File: src/rtl/fpu_pkg.sv
// Shared definitions for the fpu command sequencer: op codes, the timeout
// result value and the sequencer FSM state encoding.
package fpu_pkg;

    localparam logic [1:0]  OP_ADD = 2'b00;
    localparam logic [1:0]  OP_MUL = 2'b10;
    localparam logic [31:0] QNAN   = 32'h7FC0_0000;

    typedef enum logic [1:0] {
        StIdle  = 2'd0,
        StIssue = 2'd1,
        StWait  = 2'd2,
        StHold  = 2'd3
    } seq_state_e;

endpackage

File: src/rtl/fpu_cmd_fifo.sv
// Synchronous command FIFO; full/empty come from an extra wrap bit on each
// pointer, and the head entry is always presented on head_o.
module fpu_cmd_fifo #(
    parameter int unsigned Width = 66,
    parameter int unsigned Depth = 4
) (
    input  logic             clk_i,
    input  logic             rst_ni,
    input  logic             push_i,
    input  logic [Width-1:0] data_i,
    input  logic             pop_i,
    output logic [Width-1:0] head_o,
    output logic             full_o,
    output logic             empty_o
);

    localparam int unsigned AddrW = $clog2(Depth);

    logic [Width-1:0] mem_q [Depth];
    logic [AddrW:0]   wr_ptr_q, wr_ptr_d;
    logic [AddrW:0]   rd_ptr_q, rd_ptr_d;
    logic             do_push;
    logic             do_pop;

    assign empty_o = (wr_ptr_q == rd_ptr_q);
    assign full_o  = (wr_ptr_q[AddrW] != rd_ptr_q[AddrW]) &&
                     (wr_ptr_q[AddrW-1:0] == rd_ptr_q[AddrW-1:0]);
    assign head_o  = mem_q[rd_ptr_q[AddrW-1:0]];
    assign do_push = push_i && !full_o;
    assign do_pop  = pop_i && !empty_o;

    always_comb begin
        wr_ptr_d = wr_ptr_q;
        rd_ptr_d = rd_ptr_q;
        if (do_push) wr_ptr_d = wr_ptr_q + (AddrW + 1)'(1);
        if (do_pop)  rd_ptr_d = rd_ptr_q + (AddrW + 1)'(1);
    end

    always_ff @(posedge clk_i or negedge rst_ni) begin
        if (!rst_ni) begin
            wr_ptr_q <= '0;
            rd_ptr_q <= '0;
            for (int i = 0; i < Depth; i++) mem_q[i] <= '0;
        end else begin
            wr_ptr_q <= wr_ptr_d;
            rd_ptr_q <= rd_ptr_d;
            if (do_push) mem_q[wr_ptr_q[AddrW-1:0]] <= data_i;
        end
    end

endmodule

File: src/rtl/fpu_cmd_sequencer.sv
// Buffers fpu requests, issues them one at a time with a start/done
// handshake, and holds each result (or a timeout qNaN) in a single slot.
module fpu_cmd_sequencer
    import fpu_pkg::*;
#(
    parameter int unsigned W       = 32,
    parameter int unsigned DEPTH   = 4,
    parameter int unsigned TIMEOUT = 2000
) (
    input  logic         clk,
    input  logic         reset,
    input  logic         in_valid,
    output logic         in_ready,
    input  logic [W-1:0] in_a,
    input  logic [W-1:0] in_b,
    input  logic [1:0]   in_op,
    output logic [W-1:0] fpu_a,
    output logic [W-1:0] fpu_b,
    output logic [1:0]   fpu_op,
    output logic         fpu_start,
    input  logic         fpu_done,
    input  logic [W-1:0] fpu_r,
    output logic         out_valid,
    input  logic         out_ready,
    output logic [W-1:0] out_r,
    output logic [1:0]   out_op,
    output logic         out_err
);

    localparam int unsigned CntW = $clog2(TIMEOUT + 1);
    localparam int unsigned EntW = 2 * W + 2;

    logic            fifo_full, fifo_empty, fifo_push, fifo_pop;
    logic [EntW-1:0] fifo_head;
    logic [W-1:0]    head_a, head_b;
    logic [1:0]      head_op;

    seq_state_e      state_q, state_d;
    logic [CntW-1:0] wait_cnt_q, wait_cnt_d;
    logic            done_q;
    logic [W-1:0]    fpu_a_q, fpu_a_d, fpu_b_q, fpu_b_d;
    logic [1:0]      fpu_op_q, fpu_op_d;
    logic            fpu_start_q, fpu_start_d;
    logic            out_valid_q, out_valid_d;
    logic [W-1:0]    out_r_q, out_r_d;
    logic [1:0]      out_op_q, out_op_d;
    logic            out_err_q, out_err_d;
    logic            done_edge, timed_out;

    assign in_ready  = !fifo_full;
    assign fifo_push = in_valid && !fifo_full;
    assign {head_a, head_b, head_op} = fifo_head;

    fpu_cmd_fifo #(
        .Width (EntW),
        .Depth (DEPTH)
    ) u_fifo (
        .clk_i   (clk),
        .rst_ni  (reset),
        .push_i  (fifo_push),
        .data_i  ({in_a, in_b, in_op}),
        .pop_i   (fifo_pop),
        .head_o  (fifo_head),
        .full_o  (fifo_full),
        .empty_o (fifo_empty)
    );

    // A done level carried over from the previous op must not complete this one.
    assign done_edge = fpu_done && !done_q;
    // Counter is 0 on the first WAIT cycle, so WAIT runs TIMEOUT cycles before the abort cycle.
    assign timed_out = (wait_cnt_q == CntW'(TIMEOUT));

    always_comb begin
        state_d     = state_q;
        wait_cnt_d  = wait_cnt_q;
        fpu_a_d     = fpu_a_q;
        fpu_b_d     = fpu_b_q;
        fpu_op_d    = fpu_op_q;
        fpu_start_d = 1'b0;
        out_valid_d = out_valid_q;
        out_r_d     = out_r_q;
        out_op_d    = out_op_q;
        out_err_d   = out_err_q;
        fifo_pop    = 1'b0;
        unique case (state_q)
            StIdle: begin
                if (!fifo_empty) begin
                    fpu_a_d     = head_a;
                    fpu_b_d     = head_b;
                    fpu_op_d    = head_op;
                    fpu_start_d = 1'b1;
                    state_d     = StIssue;
                end
            end
            StIssue: begin
                wait_cnt_d = '0;
                state_d    = StWait;
            end
            StWait: begin
                wait_cnt_d = wait_cnt_q + CntW'(1);
                if (done_edge || timed_out) begin
                    out_r_d     = done_edge ? fpu_r : W'(QNAN);
                    out_err_d   = !done_edge;
                    out_op_d    = fpu_op_q;
                    out_valid_d = 1'b1;
                    fifo_pop    = 1'b1;
                    state_d     = StHold;
                end
            end
            StHold: begin
                if (out_ready) begin
                    out_valid_d = 1'b0;
                    state_d     = StIdle;
                end
            end
            default: state_d = StIdle;
        endcase
    end

    always_ff @(posedge clk or negedge reset) begin
        if (!reset) begin
            state_q     <= StIdle;
            wait_cnt_q  <= '0;
            done_q      <= 1'b0;
            fpu_a_q     <= '0;
            fpu_b_q     <= '0;
            fpu_op_q    <= '0;
            fpu_start_q <= 1'b0;
            out_valid_q <= 1'b0;
            out_r_q     <= '0;
            out_op_q    <= '0;
            out_err_q   <= 1'b0;
        end else begin
            state_q     <= state_d;
            wait_cnt_q  <= wait_cnt_d;
            done_q      <= fpu_done;
            fpu_a_q     <= fpu_a_d;
            fpu_b_q     <= fpu_b_d;
            fpu_op_q    <= fpu_op_d;
            fpu_start_q <= fpu_start_d;
            out_valid_q <= out_valid_d;
            out_r_q     <= out_r_d;
            out_op_q    <= out_op_d;
            out_err_q   <= out_err_d;
        end
    end

    assign fpu_a     = fpu_a_q;
    assign fpu_b     = fpu_b_q;
    assign fpu_op    = fpu_op_q;
    assign fpu_start = fpu_start_q;
    assign out_valid = out_valid_q;
    assign out_r     = out_r_q;
    assign out_op    = out_op_q;
    assign out_err   = out_err_q;

endmodule

File: config.mk
export PLATFORM = sky130hd
export DESIGN_NAME = fpu_cmd_sequencer
export DESIGN_NICKNAME = d
export VERILOG_FILES = /design/src/rtl/fpu_pkg.sv /design/src/rtl/fpu_cmd_fifo.sv /design/src/rtl/fpu_cmd_sequencer.sv
export SDC_FILE = /design/constraint.sdc
export NUM_CORES = 1
export LEC_CHECK = 0
export CORE_AREA = 2 2 194 196
export CTS_CLUSTER_SIZE = 10
export DETAILED_ROUTE_END_ITERATION = 16
export DIE_AREA = 0 0 196 198
export PLACE_DENSITY = 0.66
export SLEW_MARGIN = 20
export SYNTH_ARGS = -nofsm -noshare
export SYNTH_HDL_FRONTEND = slang
export SYNTH_HIERARCHICAL = 1
export SYNTH_SLANG_ARGS = --single-unit
File: constraint.sdc
create_clock -name clk -period 3 [get_ports clk]
set_input_delay 0.3 -clock clk [delete_from_list [all_inputs] [get_ports clk]]
set_output_delay 0.3 -clock clk [all_outputs]
set_load 0.03 [all_outputs]
==> flow_metrics.env <==
export IMPL_total_power_mw=24.7
export IMPL_start_util_pct=44.2
export IMPL_critical_path_startpoint_type="flip-flop"
export IMPL_drt_iter0_drc=248
export IMPL_leakagePower_nw=8.44
export IMPL_max_slew_margin_rel_pct=46.2
export IMPL_fin_tns_setup_ns=0
export IMPL_maxCapViolations=0
export IMPL_arrival_ns=3.00
export IMPL_yosys_most_used_dff="dfrtp_1"
export IMPL_dpl_cell_count=1642
export IMPL_p_int_mw=16.5
export IMPL_multi_input_area_sq_um=6340
export IMPL_portBuffers=206
export IMPL_seqCellArea_sq_um=9690
export IMPL_met2_usage_pct=31.5
export IMPL_reg2reg_from="u_fifo/rd_ptr_q[1]"
export IMPL_p_sw_mw=8.20
export IMPL_critical_path_top_delay_family="simple AND/OR/NAND/NOR gates"
export IMPL_hold_viol=0
export IMPL_worst_slew_pin_slew_ns=0.802
export IMPL_ant_nets=0
export IMPL_setup_viol=0
export IMPL_cp_required_ns=3.43
export IMPL_grt_max_degree=77
export IMPL_maxSlewViolCount=0
export IMPL_drt_wl_total_um=35000
export IMPL_core_area_sq_um=37000
export IMPL_cts_buffers=45
export IMPL_rsz0062_at_grt="false"
export IMPL_cts_hold_buf=1
export IMPL_overflow=0
export IMPL_swShare_pct=33.2
export IMPL_syn_to_final_growth_pct=24.6
export IMPL_synth_edf_count=0
export IMPL_cts_root_buf="clkbuf_16"
export IMPL_power_frac_seq_pct=37.2
export IMPL_pre_cts_ws_ns=0.420
export IMPL_post_cts_setup_buffer_count=0
export IMPL_r2r_end="u_fifo/mem_q[73]"
export IMPL_vias=9135
export IMPL_async_reset_ff_share_pct=100
export IMPL_hp_start="fpu_done"
export IMPL_post_route_period_util_pct=85.7
export IMPL_pwr_share_clk_pct=19.4
export IMPL_drcViolationCount=0
export IMPL_ir_drop_uv=523
export IMPL_synth_seq_area_share_pct=59.3
export IMPL_dp_hpwl_um=22100
export IMPL_use_met1_pct=24.2
export IMPL_drive_above_1_share_pct=30.9
export IMPL_synthCells=992
export IMPL_busiest_layer="met2"
export IMPL_nets=1330
export IMPL_layout_cells_non_filler=1699
export IMPL_skew_ns=0.0147
export IMPL_reg2reg_depth=8
export IMPL_antenna_diode_count=0
export IMPL_finalCriticalPeriod_ns=2.57
export IMPL_crit_buf_inv=1
export IMPL_antenna_found_initial=1
export IMPL_firstDrtPassIters=4
export IMPL_nFillCells=3002
export IMPL_reg2reg_slack_ns=0.43
export IMPL_die_area_sq_um=38800
export IMPL_synth_nets=1106
export IMPL_h_tree_depth=2
export IMPL_max_freq_mhz=389
export IMPL_grt_pass1_wl_um=56500
export IMPL_cts_buffer_depth=3
export IMPL_p_per_area_nw_per_um2=1210
export IMPL_syn_avg_cell_area_sq_um=16.5
export IMPL_syn_area_sq_um=16300
export IMPL_post_cts_resized=0
export IMPL_synth_warnings=6
export IMPL_gp_congestion=0.724
export IMPL_cts_tree="yes"
export IMPL_crit_slowest_cell="dfrtp_4"
export IMPL_comb_power_share_pct=43.4
export IMPL_clock_sinks=387
export IMPL_ys_types=45
export IMPL_die_w_um=196
export IMPL_end_kind="flip-flop"
export IMPL_max_stage_delay_ns=0.49
export IMPL_layout_setup_ws_ns=0.428
export IMPL_num_rows=71
export IMPL_worstHoldPathCells=1
export IMPL_status="complete, no violations"
export IMPL_path_clk_slew_ns=0.06
export IMPL_holdWs_ns=0.240
export IMPL_die_y_um=198
export IMPL_grt_use_total_pct=18.7
export IMPL_crit_fanout=19
export IMPL_cp_cell_sequence="xnor2_1, nand2_1, nor2_1, nor2b_1, nand2_1, a31oi_4, buf_4, mux2_2"
export IMPL_ioPinCount=207
export IMPL_worstSetupPathType="reg2reg"
export IMPL_grtUsageMet3_pct=3.92
export IMPL_viasPerCell=5.38
export IMPL_ys_seq_elements=387
export IMPL_critPathMostFrequentCell="nand2_1"
export IMPL_hold_end="done_q"
export IMPL_post_drt_wl_per_cell_um=20.6
export IMPL_grt_pass1_vias=10100
export IMPL_clock_latency_ns=0.56
export IMPL_min_path_type="in2reg"
==> power by group through the flow <==
stage / Sequential (mW) / Combinational [mW] / Clock (mW)
finish: 9.18 / 10.7 / 4.80
detailed placement: 9.28 / 10.9 / 0
floorplan: 10.2 / 6.27 / 0
CTS: 9.21 / 10.9 / 4.96
global route: 9.52 / 11.5 / 5.18
global placement: 9.17 / 10.7 / 0
==> cell type report <==
class,count,area share [%]
Clock buffer,54,6.06
Clock inverter,2,0.0676
Inverter,13,0.240
Multi-Input combinational cell,533,31.2
Sequential cell,387,47.6
Tap cell,474,2.91
Timing Repair Buffer,236,11.9
==> worst max path at each step <==
stage	from	to	slack, ns	cells past startpoint
global placement	u_fifo/rd_ptr_q[0]	u_fifo/mem_q[21]	0.45	5
floorplan	u_fifo/rd_ptr_q[0]	u_fifo/mem_q[26]	0.62	10
CTS	u_fifo/rd_ptr_q[1]	u_fifo/mem_q[73]	0.40	8
global route	u_fifo/rd_ptr_q[1]	u_fifo/mem_q[131]	0.22	8
finish	u_fifo/rd_ptr_q[1]	u_fifo/mem_q[73]	0.43	8
detailed placement	u_fifo/rd_ptr_q[1]	u_fifo/mem_q[71]	0.42	8
==> logic make-up after synthesis <==
| family | Yosys count | synth area share (%) |
|---|---|---|
| and+or+nand+nor | 49 | 1.62 |
| adders and majority gates | 11 | 0.842 |
| muxes | 404 | 32.4 |
| AOI/OAI and AO/OA | 56 | 2.87 |
| buffers and inverters | 72 | 2.29 |
| xor gates and xnor gates | 13 | 0.743 |
| DFF | 387 | 59.3 |
==> per-layer routing <==
metal	wire length, um	part of all wire [%]
met5	13	0.037
met2	17300	49
met4	678	1.9
met1	15400	44
met3	1620	4.6
==> state kept, by name, indices dropped and copies added, names as in the netlist <==
| name | flops |
|---|---|
| fpu_start | 1 |
| fpu_b | 32 |
| fpu_a | 32 |
| out_valid | 1 |
| wait_cnt_q | 11 |
| done_q | 1 |
| u_fifo/mem_q | 264 |
| out_err | 1 |
| out_r | 32 |
| state_q | 2 |
| out_op | 2 |
| fpu_op | 2 |
| u_fifo/wr_ptr_q | 3 |
| u_fifo/rd_ptr_q | 3 |
==> Yosys cell counts, types with 4 or more instances <==
library cell | number | area share (%)
nor2_1 | 8 | 0.18
mux4_2 | 66 | 9.1
nor2b_1 | 4 | 0.15
ha_1 | 11 | 0.84
clkbuf_1 | 13 | 0.30
nand2_1 | 15 | 0.34
xnor2_1 | 6 | 0.32
inv_1 | 12 | 0.28
a22o_1 | 23 | 1.2
xor2_1 | 6 | 0.32
dfrtp_1 | 387 | 59
nand4_1 | 5 | 0.19
buf_2 | 26 | 0.80
mux2_1 | 119 | 8.2
nor3_1 | 5 | 0.15
o22a_1 | 9 | 0.48
mux2_2 | 216 | 15
buf_4 | 15 | 0.69
o21ai_0 | 7 | 0.21
==> through the flow <==
| stage | instance area (sq um) | util [%] |
|---|---|---|
| final | 20400 | 55.1 |
| after global routing | 20400 | 55.1 |
| after CTS | 20400 | 55.1 |
| after detailed placement | 19100 | 51.7 |
| after global placement | 19100 | 51.7 |
| after floorplan | 16300 | - |
==> layout by cell type, fill, tap and decap left out, types with 4 or more instances in the layout <==
master,synthesis,layout
a22o_1,23,23
a31oi_4,0,4
buf_12,0,11
buf_4,15,19
clkbuf_1,13,4
clkbuf_16,0,47
clkdlybuf4s50_1,0,204
dfrtp_1,387,385
ha_1,11,11
inv_1,12,12
mux2_1,119,119
mux2_2,216,216
mux4_2,66,66
nand2_1,15,15
nand4_1,5,5
nor2_1,8,8
nor3_1,5,5
o21ai_0,7,7
o22a_1,9,9
xnor2_1,6,6
xor2_1,6,6
Note: power is estimated with default switching activity, not from simulation.
==> RTL edit 1: new RTL, config.mk and constraints unchanged <==
The parameter `TIMEOUT` goes from 2000 to 1000.
--- a/src/rtl/fpu_cmd_sequencer.sv
+++ b/src/rtl/fpu_cmd_sequencer.sv
@@ -6,5 +6,5 @@
     parameter int unsigned W       = 32,
     parameter int unsigned DEPTH   = 4,
-    parameter int unsigned TIMEOUT = 2000
+    parameter int unsigned TIMEOUT = 1000
 ) (
     input  logic         clk,
Formal check against the unedited RTL: same outputs for any inputs over 4 cycles, from zero or initial values and one cycle with reset low; that may be too few to reach the edited logic, so the function may still have changed.
==> RTL edit 1 against the original RTL <==
  * Power decreased by 0.72%
  * Highest routed layer unchanged
  * Cell area decreased by 0.10%
  * Critical path type is now flip-flop to primary output
  * Wire length decreased by 3.1%
  * Critical path depth decreased by 3
  * Sequential cell count decreased by 1
  * Area after synthesis decreased by 0.47%
  * Setup slack got worse by 240 ps
==> RTL edit 1: results <==
export IMPL_multi_input_cells=528
export IMPL_sh_seq_area=0.475
export IMPL_worst_path_max_fanout=10
export IMPL_grt_pass1_vias=9874
export IMPL_synth_nets=1101
export IMPL_r2r_end="u_fifo/mem_q[59]"
export IMPL_multi_input_area_share=0.309
export IMPL_crit_end="in_ready"
export IMPL_dp_cells=1634
export IMPL_crit_arrival_ps=2510
export IMPL_finalNetCount=1323
export IMPL_hold_slack_ps=238
export IMPL_nonClockBufferCount=235
export IMPL_layout_nonclk_buf_frac=0.121
export IMPL_synth_compound_area_share=0.0305
export IMPL_seq_area_frac_synth=0.594
export IMPL_status="complete, no violations"
export IMPL_drive_above_1_share=0.250
export IMPL_pg_clk_mw=4.89
export IMPL_sw_frac_of_total=0.334
export IMPL_nFlopsAndLatches=386
export IMPL_startpoint="u_fifo/rd_ptr_q[2]"
export IMPL_wl_per_cell_um=20.0
export IMPL_inverters=12
export IMPL_ys_warn_count=6
export IMPL_grt_max_degree=80
export IMPL_r2r_slack_ps=470
export IMPL_synth_area_leaders="dfrtp_1, mux2_1, mux2_2"
export IMPL_numCtsBuffers=46
export IMPL_via_per_inst=5.41
export IMPL_synth_xor_area_share=0.00585
export IMPL_grt_usage=0.182
export IMPL_initialDrtViolationCount=311
export IMPL_grt_pass1_wl_um=55200
export IMPL_syn_avg_cell_area_um2=16.5
export IMPL_synthAdderAreaFrac=0.00846
export IMPL_wl_um=33900
export IMPL_design_area_um2=20300
export IMPL_clock_skew_ps=13.1
export IMPL_nClkBuffers=59
export IMPL_p_leak_nw=8.39
export IMPL_clock_cell_area_share=0.0633
export IMPL_place_congestion=0.733
RTL edit 1: cell types whose count changed after synthesis, moves of 3 or more:
| cell | unedited run | this run |
|---|---|---|
| xor2_1 | 6 | 3 |
| mux2_2 | 216 | 147 |
| a31oi_1 | 3 | 6 |
| nand3_1 | 3 | 6 |
| buf_1 | 3 | 7 |
| o21ai_1 | 0 | 3 |
| nand2_1 | 15 | 10 |
| mux2_1 | 119 | 188 |
| o21ai_0 | 7 | 4 |
RTL edit 1: routing by layer:
metal | wire length (µm) | vias up | share of wire | global-route usage
met2 | 16200 | 165 | 0.48 | 0.293
met4 | 676 | 2 | 0.020 | 0.0491
met3 | 1550 | 51 | 0.046 | 0.0428
met1 | 15400 | 4868 | 0.46 | 0.250
li1 | - | 4101 | - | -
met5 | 7 | - | 0.00021 | 0
RTL edit 1: worst max-delay path: cells and delay by family (launching register included):
family	cells	cell delay [ps]
AND/OR/NAND/NOR	2	320
flip-flops	1	480
buffers and inverters	2	720
XOR/XNOR	1	420
==> RTL edit 2: new RTL, config.mk and constraints unchanged <==
Without the edit above. Register the output `out_err` once more; this adds one clock of latency there. The other outputs are not delayed to match.
--- a/src/rtl/fpu_cmd_sequencer.sv
+++ b/src/rtl/fpu_cmd_sequencer.sv
@@ -153,5 +153,7 @@
     assign out_r     = out_r_q;
     assign out_op    = out_op_q;
-    assign out_err   = out_err_q;
+    always_ff @(posedge clk) begin
+        out_err <= out_err_q;
+    end
 
 endmodule
Function: same outputs for any inputs over 4 cycles, from zero or initial values and one cycle with reset low; that may be too few to reach the edited logic, so the function may still have changed.
==> RTL edit 2 against the original RTL <==
  * Largest power group unchanged
  * Critical path depth fell by 1
  * Synthesized cell count rose by 0.10%
  * Sequential cell count rose by 1
  * Clock skew fell by 2.4 ps
  * Via count rose by 0.41%
  * Power fell by 0.24%
  * Cell area barely moved
  * Setup slack got worse by 11 ps
  * Wire length fell by 0.23%
  * Area after synthesis rose by 0.12%
==> RTL edit 2: results <==
export IMPL_cts_setup_buffers=0
export IMPL_ys_warn_count=6
export IMPL_synth_area_leaders="dfrtp_1, mux2_2, mux4_2"
export IMPL_crit_arrival_ps=2990
export IMPL_hpwl_um=21700
export IMPL_slowest_delay_ps=490
export IMPL_drive_above_1_share=0.302
export IMPL_clock_latency_ps=540
export IMPL_hold_violations=0
export IMPL_wl_um=34900
export IMPL_place_congestion=0.738
export IMPL_synth_cell_type_count=46
export IMPL_status="complete, no violations"
export IMPL_n_antenna_cell=0
export IMPL_cap_viol_max_count=0
export IMPL_h_tree_depth=2
export IMPL_irDropWorstVdd_v=0.000619
export IMPL_antenna_found_initial=3
export IMPL_top_register="u_fifo/mem_q"
export IMPL_grt_pass1_wl_um=56900
export IMPL_vias=9172
export IMPL_clockBufferDepth=3
export IMPL_initialDrtViolationCount=240
export IMPL_synth_nets=1107
export IMPL_worst_pin_slew_ps=808
export IMPL_numCtsBuffers=45
export IMPL_portBuffers=206
export IMPL_finalNetCount=1327
export IMPL_worst_path_max_fanout=54
export IMPL_largest_reg_flops=264
export IMPL_clock_skew_ps=12.3
export IMPL_clk_pin_slew_ps=50
export IMPL_root_buffer="clkbuf_16"
export IMPL_slowest_stage="dfrtp_4"
export IMPL_grt_max_degree=77
export IMPL_hold_path_class="primary input to flip-flop"
export IMPL_ys_top_cells_by_count="dfrtp_1, mux2_2, mux2_1"
export IMPL_seq_area_frac_synth=0.593
export IMPL_grt_usage=0.187
export IMPL_p_leak_nw=8.41
export IMPL_drt_pass1_iterations=4
export IMPL_synth_async_reset_ratio=0.997
export IMPL_tns_ps=0
export IMPL_grt_pass1_vias=10100
[RTL edit 2: cell types whose count changed after synthesis]
cell     unedited run  this run
dfxtp_1             0         1
[RTL edit 2: final cells by class]
cell class                 instances  area (µm²)
clock buffer                      61        1230
clock inverter                     2        13.8
fill                            2961       16600
inverter                          13        48.8
multi-input combinational        533        6340
sequential                       388        9710
tap                              474         593
timing repair buffer             232        2400
[RTL edit 2: worst max-delay path: cells and delay by family (launching register included)]
family / cells / cell delay (ps)
buffers and inverters: 1 / 370
multiplexers: 1 / 380
AO/OA/AOI/OAI: 1 / 210
AND/OR/NAND/NOR: 3 / 670
XOR/XNOR: 1 / 310
flip-flops: 1 / 490
[RTL edit 2: cells by family (layout without fill, tap and decap cells)]
family / Yosys count / count (layout) / share of synthesized area
muxes: 404 / 404 / 0.323
DFF: 388 / 388 / 0.593
buffers and inverters: 72 / 308 / 0.0229
AOI/OAI and AO/OA: 56 / 56 / 0.0287
and+or+nand+nor: 49 / 49 / 0.0161
xor gates and xnor gates: 13 / 13 / 0.00742
adders and majority gates: 11 / 11 / 0.00841
[RTL edit 2: repair_timing]
item | in CTS | in global routing
resized for setup | 0 | 0
hold endpoints to repair | 70 | 0
hold buffers | 1 | 0
[RTL edit 2: power breakdown]
part	total [mW]	switching (mW)	leakage, nW	internal, mW
combinational	10.7	4.93	3.16	5.74
clock	4.77	1.96	0.604	2.81
sequential	9.21	1.31	4.65	7.90
total	24.6	8.20	8.41	16.5
[RTL edit 2: final timing paths]
| kind | startpoint | end | slack [ps] | cells past startpoint |
|---|---|---|---|---|
| setup / recovery | u_fifo/rd_ptr_q[0] | u_fifo/mem_q[212] | 420 | 7 |
| hold / removal | fpu_done | done_q | 250 | 1 |
| setup reg to reg | u_fifo/rd_ptr_q[0] | u_fifo/mem_q[212] | 420 | 7 |
| hold reg to reg | out_err_q | out_err | 370 | 0 |
| max in group asynchronous | reset | u_fifo/mem_q[197] | 1660 | 4 |
| min in group asynchronous | reset | fpu_b[21] | 330 | 2 |
[RTL edit 2: routing by layer]
metal  up-vias  part of all wire  GRT usage
li1       4103                 -          -
met1      4835              0.44      0.249
met2       184              0.49      0.316
met3        44             0.046     0.0402
met4         6             0.014     0.0410
met5         -            0.0012          0
[RTL edit 2: through the flow]
step | instances | util | hold slack (ps) | instance area (µm²) | setup WS (ps)
6_report | 1703 | 0.550 | 255 | 20300 | 416
5_1_grt | 1703 | 0.550 | 246 | 20300 | 195
4_1_cts | 1703 | 0.550 | 234 | 20300 | 397
3_5_place_dp | 1639 | 0.517 | 327 | 19100 | 407
3_3_place_gp | 1639 | 0.517 | 322 | 19100 | 453
2_1_floorplan | 993 | - | 4.41 | 16400 | 615
